File: src/rtl/br_pkg.sv
// rtl/br_pkg.sv - shared encodings for the branch resolve sequencer
package br_pkg;

    typedef enum logic [1:0] {
        PW_OK           = 2'b00,
        PW_FALSE_TAKEN  = 2'b01,
        PW_NONE         = 2'b10,
        PW_MISSED_TAKEN = 2'b11
    } pre_wrong_t;

    typedef enum logic {
        ST_IDLE  = 1'b0,
        ST_TRACK = 1'b1
    } br_state_t;

    // Predictor table index is taken from these PC bits.
    localparam int IDX_MSB = 3;
    localparam int IDX_LSB = 2;

endpackage

File: src/rtl/branch_resolve_ctrl_if.sv
// rtl/branch_resolve_ctrl_if.sv - pipeline-side bundle of the branch resolve sequencer
interface branch_resolve_ctrl_if #(
    parameter int ADDR_W = 32,
    parameter int CNT_W  = 16
);
    logic              stall;
    logic              flush_ext;
    logic              if_valid;
    logic              if_is_br;
    logic              if_br_pre;
    logic [ADDR_W-1:0] if_pc;
    logic [ADDR_W-1:0] if_target;
    logic              id_taken;
    logic [1:0]        pre_wrong;
    logic [1:0]        upd_idx;
    logic              redirect_valid;
    logic [ADDR_W-1:0] redirect_pc;
    logic              flush_if_id;
    logic [CNT_W-1:0]  br_cnt;
    logic [CNT_W-1:0]  mis_cnt;

    modport master (
        output stall, flush_ext, if_valid, if_is_br, if_br_pre, if_pc, if_target, id_taken,
        input  pre_wrong, upd_idx, redirect_valid, redirect_pc, flush_if_id, br_cnt, mis_cnt
    );

    modport slave (
        input  stall, flush_ext, if_valid, if_is_br, if_br_pre, if_pc, if_target, id_taken,
        output pre_wrong, upd_idx, redirect_valid, redirect_pc, flush_if_id, br_cnt, mis_cnt
    );
endinterface

File: src/rtl/br_sat_counter.sv
// rtl/br_sat_counter.sv - saturating event counter, cleared only by reset
module br_sat_counter #(
    parameter int CNT_W = 16
) (
    input  logic             clk,
    input  logic             rst_n,
    input  logic             inc,
    output logic [CNT_W-1:0] cnt
);

    always_ff @(posedge clk) begin
        if (!rst_n) begin
            cnt <= '0;
        end else if (inc && (cnt != {CNT_W{1'b1}})) begin
            cnt <= cnt + CNT_W'(1);
        end
    end

endmodule

File: src/rtl/branch_resolve_ctrl.sv
// rtl/branch_resolve_ctrl.sv - tracks one predicted branch from IF to ID and
// produces predictor update, mispredict redirect/flush and statistics.
module branch_resolve_ctrl
    import br_pkg::*;
#(
    parameter int ADDR_W = 32,
    parameter int CNT_W  = 16
) (
    input  logic                  clk,
    input  logic                  rst_n,
    branch_resolve_ctrl_if.slave  bus
);

    br_state_t         state;
    logic [1:0]        tag;
    logic              pred;
    logic [ADDR_W-1:0] tgt;
    logic [ADDR_W-1:0] fall;

    logic resolve;
    logic mis;
    logic squash;
    logic cap;

    always_comb begin
        resolve = (state == ST_TRACK) && !bus.stall && !bus.flush_ext;
        mis     = pred ^ bus.id_taken;
        squash  = resolve && mis;
        // A mispredict squashes the IF slot, so it can never be captured.
        cap     = !bus.stall && bus.if_valid && bus.if_is_br && !squash && !bus.flush_ext;

        bus.pre_wrong      = PW_NONE;
        bus.redirect_valid = 1'b0;
        bus.flush_if_id    = 1'b0;
        bus.redirect_pc    = '0;
        if (resolve) begin
            if (mis) begin
                bus.pre_wrong      = pred ? PW_FALSE_TAKEN : PW_MISSED_TAKEN;
                bus.redirect_valid = 1'b1;
                bus.flush_if_id    = 1'b1;
                bus.redirect_pc    = bus.id_taken ? tgt : fall;
            end else begin
                bus.pre_wrong = PW_OK;
            end
        end
    end

    assign bus.upd_idx = tag;

    always_ff @(posedge clk) begin
        if (!rst_n) begin
            state <= ST_IDLE;
            tag   <= '0;
            pred  <= 1'b0;
            tgt   <= '0;
            fall  <= '0;
        end else begin
            case (state)
                ST_IDLE: begin
                    if (cap) begin
                        state <= ST_TRACK;
                        tag   <= bus.if_pc[IDX_MSB:IDX_LSB];
                        pred  <= bus.if_br_pre;
                        tgt   <= bus.if_target;
                        fall  <= bus.if_pc + ADDR_W'(4);
                    end
                end
                ST_TRACK: begin
                    // Stall freezes everything; otherwise the branch leaves ID
                    // (resolved or flushed) and a correct one may be replaced.
                    if (!bus.stall) begin
                        if (cap) begin
                            state <= ST_TRACK;
                            tag   <= bus.if_pc[IDX_MSB:IDX_LSB];
                            pred  <= bus.if_br_pre;
                            tgt   <= bus.if_target;
                            fall  <= bus.if_pc + ADDR_W'(4);
                        end else begin
                            state <= ST_IDLE;
                        end
                    end
                end
                default: state <= ST_IDLE;
            endcase
        end
    end

    br_sat_counter #(.CNT_W(CNT_W)) u_br_cnt (
        .clk   (clk),
        .rst_n (rst_n),
        .inc   (resolve),
        .cnt   (bus.br_cnt)
    );

    br_sat_counter #(.CNT_W(CNT_W)) u_mis_cnt (
        .clk   (clk),
        .rst_n (rst_n),
        .inc   (squash),
        .cnt   (bus.mis_cnt)
    );

endmodule

File: src/flat_wrapper.sv
// flat-port wrapper written by rule: the top's interface ports become plain ports
module branch_resolve_ctrl_flat import br_pkg::*;
#(
    parameter int ADDR_W = 32,
    parameter int CNT_W  = 16
)
  (clk, rst_n, bus_stall, bus_flush_ext, bus_if_valid, bus_if_is_br, bus_if_br_pre, bus_if_pc, bus_if_target, bus_id_taken, bus_pre_wrong, bus_upd_idx, bus_redirect_valid, bus_redirect_pc, bus_flush_if_id, bus_br_cnt, bus_mis_cnt);
  branch_resolve_ctrl_if #(.ADDR_W(ADDR_W), .CNT_W(CNT_W)) bus_i ();
  input  logic clk;
  input  logic rst_n;
  input wire logic [$bits(bus_i.stall)-1:0] bus_stall;
  input wire logic [$bits(bus_i.flush_ext)-1:0] bus_flush_ext;
  input wire logic [$bits(bus_i.if_valid)-1:0] bus_if_valid;
  input wire logic [$bits(bus_i.if_is_br)-1:0] bus_if_is_br;
  input wire logic [$bits(bus_i.if_br_pre)-1:0] bus_if_br_pre;
  input wire logic [$bits(bus_i.if_pc)-1:0] bus_if_pc;
  input wire logic [$bits(bus_i.if_target)-1:0] bus_if_target;
  input wire logic [$bits(bus_i.id_taken)-1:0] bus_id_taken;
  output wire logic [$bits(bus_i.pre_wrong)-1:0] bus_pre_wrong;
  output wire logic [$bits(bus_i.upd_idx)-1:0] bus_upd_idx;
  output wire logic [$bits(bus_i.redirect_valid)-1:0] bus_redirect_valid;
  output wire logic [$bits(bus_i.redirect_pc)-1:0] bus_redirect_pc;
  output wire logic [$bits(bus_i.flush_if_id)-1:0] bus_flush_if_id;
  output wire logic [$bits(bus_i.br_cnt)-1:0] bus_br_cnt;
  output wire logic [$bits(bus_i.mis_cnt)-1:0] bus_mis_cnt;
  assign bus_i.stall = bus_stall;
  assign bus_i.flush_ext = bus_flush_ext;
  assign bus_i.if_valid = bus_if_valid;
  assign bus_i.if_is_br = bus_if_is_br;
  assign bus_i.if_br_pre = bus_if_br_pre;
  assign bus_i.if_pc = bus_if_pc;
  assign bus_i.if_target = bus_if_target;
  assign bus_i.id_taken = bus_id_taken;
  assign bus_pre_wrong = bus_i.pre_wrong;
  assign bus_upd_idx = bus_i.upd_idx;
  assign bus_redirect_valid = bus_i.redirect_valid;
  assign bus_redirect_pc = bus_i.redirect_pc;
  assign bus_flush_if_id = bus_i.flush_if_id;
  assign bus_br_cnt = bus_i.br_cnt;
  assign bus_mis_cnt = bus_i.mis_cnt;
  branch_resolve_ctrl #(.ADDR_W(ADDR_W), .CNT_W(CNT_W)) u_core (.clk(clk), .rst_n(rst_n), .bus(bus_i));
endmodule
File: config.mk
export PLATFORM = sky130hd
export DESIGN_NAME = branch_resolve_ctrl_flat
export DESIGN_NICKNAME = d
export VERILOG_FILES = /design/src/rtl/br_pkg.sv /design/src/rtl/branch_resolve_ctrl_if.sv /design/src/rtl/br_sat_counter.sv /design/src/rtl/branch_resolve_ctrl.sv /design/src/flat_wrapper.sv
export SDC_FILE = /design/constraint.sdc
export NUM_CORES = 1
export LEC_CHECK = 0
export ABC_AREA = 0
export CAP_MARGIN = 25
export CORE_MARGIN = 3
export CORE_UTILIZATION = 41
export DETAILED_ROUTE_END_ITERATION = 8
export PLACE_DENSITY = 0.72
export SLEW_MARGIN = 20
export SYNTH_ARGS = -nofsm -noshare
export SYNTH_HDL_FRONTEND = slang
export SYNTH_SLANG_ARGS = --single-unit
File: constraint.sdc
create_clock -name clk -period 5 [get_ports clk]
set_input_delay 0.5 -clock clk [delete_from_list [all_inputs] [get_ports clk]]
set_output_delay 0.5 -clock clk [all_outputs]
set_load 0.02 [all_outputs]
; ---- After elaboration in Yosys (flattened, before gate mapping)
; Cells that the tools add are included.
[classes]
addsub = 3
eq_ne = 3
mux = 23
bitwise = 2
n_reduce_logical = 12
[ops]
columns = operator, n
row1 = 32-bit two-way mux, 7
row2 = 32-bit case mux with 2 select lines, 2
row3 = "16-bit by 1-bit adder with 16-bit output, second input constant", 2
row4 = "32-bit by 3-bit adder with 32-bit output, second input constant", 1
row5 = "16-bit inequality test, second input constant", 2
row6 = 2-bit two-way mux, 5
row7 = 1-bit logical AND, 9
row8 = 1-bit two-way mux, 6
row9 = 1-bit case mux with 2 select lines, 2
row10 = 2-bit case mux with 2 select lines, 1
row11 = 1-bit zero test, 3
row12 = "2-bit inequality test, second input constant", 1
row13 = 1-bit NOT, 1
row14 = 1-bit bitwise XOR, 1
[totals]
reg_bits = 100
in_bits = 72
output_inout_bits = 70
wordCells = 50

; ---- Longest topological paths before layout
[depth]
word_depth = 10
mapped_depth = 9

; ---- Cells and area by module
; A second synthesis with hierarchy kept.
[unflattened]
cells_unflattened = 628
hier_area_um2 = 5154.9
[by_module_without_submodules]
columns = mod, n_inst, cells_each, area_each_um2, seq_area_each_um2
row1 = branch_resolve_ctrl, 1, 434, 3480.8, 1361.3
row2 = br_sat_counter, 2, 97, 837.1, 320.3

; ---- Least setup slack after synthesis
; Ideal clock, no wire load.
[synth_timing]
kind = input port to flip-flop
from = input port bus_id_taken
to = register u_core.u_mis_cnt.cnt[15]
arrival_time_ps = 2575
path_slack_ps = 2354
path_stages = 6
path_cell_list = ha_1 > or4b_1 > buf_2 > or4_4 > or4_1 > a21oi_1
[synth_between]
elab_chain_len = 3
[synth_lines]
columns = item, line
row1 = start: declaration, flat_wrapper.sv:18  ; input wire logic [$bits(bus_i.id_taken)-1:0] bus_id_taken;
row2 = 1-bit bitwise XOR, branch_resolve_ctrl.sv:27  ; mis = pred ^ bus.id_taken;
row3 = 1-bit logical AND, branch_resolve_ctrl.sv:28  ; squash = resolve && mis;
row4 = 1-bit logical AND, br_sat_counter.sv:14  ; end else if (inc && (cnt != {CNT_W{1'b1}})) begin
row5 = end signal: assignment, br_sat_counter.sv:15  ; cnt <= cnt + CNT_W'(1);
row6 = end: declaration, br_sat_counter.sv:8  ; output logic [CNT_W-1:0] cnt
; Every way passes these cells.
; A chain may end at the register's enable or synchronous reset.

; ---- Final worst setup path
[layout_timing]
from = register u_core.pred
to = output port bus_redirect_pc[24]
[layout_between]
elab_chain_len = 3
[layout_lines]
columns = item, line
row1 = start: declaration, branch_resolve_ctrl.sv:16  ; logic pred;
row2 = start signal: assignment, branch_resolve_ctrl.sv:63  ; pred <= bus.if_br_pre;
row3 = start signal: assignment, branch_resolve_ctrl.sv:75  ; pred <= bus.if_br_pre;
row4 = 1-bit bitwise XOR, branch_resolve_ctrl.sv:27
row5 = 32-bit two-way mux, branch_resolve_ctrl.sv:37  ; if (mis) begin
row6 = 32-bit two-way mux, branch_resolve_ctrl.sv:36  ; if (resolve) begin
row7 = end: declaration, flat_wrapper.sv:22  ; output wire logic [$bits(bus_i.redirect_pc)-1:0] bus_redirect_pc;
; Every way passes these cells.

==> metrics.csv <==
stage;metric;value;unit
status;status;completed;
floorplanning;die_w;116;um
floorplanning;rows;39;
synthesis;synth_top_flop_cell;dfxtp_1;
clocking;clock-sinks;100;
synthesis;syn_area;0.00499;mm2
clocking;root_buffer;clkbuf_16;
synthesis;synth_top_area_share;40.1;%
grt;grt_pass1_wl;22.7;mm
run;cap_violations;0;
clocking;clock_latency;0.34;ns
setup_path;end_kind;output pin;
sta;worst_slew_margin_rel;35.0;%
grt;track_usage;20.5;%
place;place_area;0.00649;mm2
clocking;hold_buffers;0;
setup_path;path_class;reg -> out;
drt;wl_per_cell;15.7;um
drt;wl;14.2;mm
synthesis;synth_cells;630;
drt;drc;0;
grt;grt_start_max_net_pins;73;
sta;fin_crit_sh;62.7;%
grt;grt_overflow;0;
layout;multiInputGateArea;0.00280;mm2
clocking;post_cts_buffers;0;
pwr;power.density;244;mW/mm2
place;dp_cells;883;
synthesis;synthMostInstantiatedCell;nand2_1;
setup_path;r2r_start;u_core.pred;
layout;fin_nets;827;
setup_path;crit_fanout;35;
sta;drv_slew;0;
drt;routed_via_density;5.75;
clocking;cts_tree;done;
drt;vias;5167;
setup_path;critPathLaunchType;flop;
sta;skew;0.0110;ns
floorplanning;initial_utilization;42.8;%
synthesis;synth_area_leaders;dfxtp_1, nand2_1, a21oi_1;
synthesis;ys_seq_area_share;40.1;%
synthesis;synthesis.nets;706;
synthesis;async_flop_share;0;%
place;gp_congestion;0.866;
layout;drive_gt1_share;4.37;%
synthesis;synth_common_cells;nand2_1, dfxtp_1, a21oi_1;
grt;grt_pass1_vias;4807;
setup_path;cp.required;4.50;ns
layout;area_delta_synth_final;35.8;%
floorplanning;coreArea;0.0117;mm2
sta;final-hold-violation-count;0;
drt;firstDrtPassIters;5;
layout;final_cell_area;0.00678;mm2
clocking;path_clk_slew;0.06;ns
synthesis;yosysWarnings;0;
worst_hold_path;hold_start;u_core.tgt[16];
grt;antenna_found_initial;0;
sta;period_needed;3.14;ns
synthesis;synth_edf_count;0;
layout;num-fill-cells;1060;
sta;grt_setup_unrepaired;no;
sta;setup_violations;0;
floorplanning;die_y;116;um
layout;diodes;0;
clocking;clockBufferDepth;2;
synthesis;yosys_register_bits;100;
clocking;postCtsResizedCells;0;
worst_hold_path;hold_class;reg -> reg;
sta;fmax;0.319;GHz
setup_path;cp-startpoint;u_core.pred;
clocking;cts-htree-levels;3;
clocking;numCtsBuffers;9;
drt;first_iter_violations;524;
pwr;ir_drop;0.000163;V
layout;register_area;0.00200;mm2
synthesis;yosys.area.top_type;dfxtp_1;
pwr;p_leak;2.20;nW
floorplanning;io_pins;142;
synthesis;synth_area_per_cell;7.92;um2
drt;drtAntennaViolNets;0;
synthesis;synth.distinct_cells;42;
setup_path;arrival;2.64;ns
sta;tightest_slew;0.967;ns
layout;fin_cells;899;
floorplanning;die_area;0.0135;mm2
sta;final.setup.tns;0;ns
place;portBuffers;141;
place;dp_hpwl;9.97;mm
==> layer usage <==
layer | vias to the layer above | part of all wire, % | GRT usage (%)
met3 | 12 | 7.1 | 3.89
li1 | 2560 | - | -
met1 | 2421 | 45 | 27.3
met5 | - | 0 | 0
met2 | 174 | 47 | 34.0
met4 | 0 | 0.87 | 5.65
==> worst max-delay path: stages, from the launching register on <==
cell and delay (ns):
dfxtp_1 0.33, inv_1 0.04, ha_1 0.30, or4b_1 0.52, buf_4 0.27, nor2_1 0.18
clkdlybuf4s50_1 0.63
==> final timing paths <==
kind | depth (start not counted) | slack (ns) | end
min | 2 | 0.46 | u_core.tgt[16]
max reg2reg | 7 | 2.19 | u_core.u_mis_cnt.cnt[13]
max | 6 | 1.86 | bus_redirect_pc[24]
min reg2reg | 2 | 0.46 | u_core.tgt[16]
==> power breakdown <==
part	total [mW]	internal, mW	switching [mW]	leakage [nW]
Combinational	0.156	0.0798	0.0764	1.25
Sequential	0.819	0.811	0.00774	0.809
Clock	0.677	0.368	0.308	0.139
==> flip-flops by register name, indices dropped and copies added, names as in the netlist <==
name                  count
u_core.bus.upd_idx        2
u_core.fall              32
u_core.pred               1
u_core.state              1
u_core.tgt               32
u_core.u_br_cnt.cnt      16
u_core.u_mis_cnt.cnt     16
==> final cells by class <==
cell class / count / area share (%)
timing repair buffer: 150 / 21.7
clock buffer: 12 / 3.78
tap: 143 / 2.64
multi-input combinational: 478 / 41.2
clock inverter: 4 / 0.498
inverter: 12 / 0.664
sequential: 100 / 29.5
==> cell families (layout without fill, tap and decap cells) <==
logic type	after synthesis	in the layout	synth area share [%]
buffers and inverters	52	178	4.09
and+or+nand+nor	265	265	26.5
DFF	100	100	40.1
muxes	34	34	6.82
xor gates and xnor gates	14	14	2.46
adders and majority gates	4	4	1.00
AOI/OAI and AO/OA	161	161	19.0
==> cell usage in the layout, fill, tap and decap left out, types with 10 or more instances in the layout <==
| cell type | count |
|---|---|
| a21oi_1 | 70 |
| nand2_1 | 101 |
| dfxtp_1 | 100 |
| or4_1 | 23 |
| nor2_1 | 42 |
| mux2i_1 | 34 |
| nand3_1 | 23 |
| o21ai_0 | 34 |
| nand4_1 | 18 |
| clkdlybuf4s50_1 | 140 |
| nor4_1 | 10 |
| nor3_1 | 10 |
| inv_1 | 11 |
| or3_1 | 11 |
| a31oi_1 | 13 |
| o31ai_1 | 23 |
==> stage by stage <==
stage	hold WS (ns)	power, mW	setup WS [ns]	util, %
final	0.456	1.65	1.86	58.1
after global routing	0.482	1.71	1.74	58.1
after CTS	0.456	1.66	1.83	58.1
after detailed placement	0.446	0.992	1.58	55.6
after global placement	0.441	0.989	1.69	55.6
after floorplan	0.436	0.902	2.35	-
No activity file was read; power rests on OpenSTA's default activity.
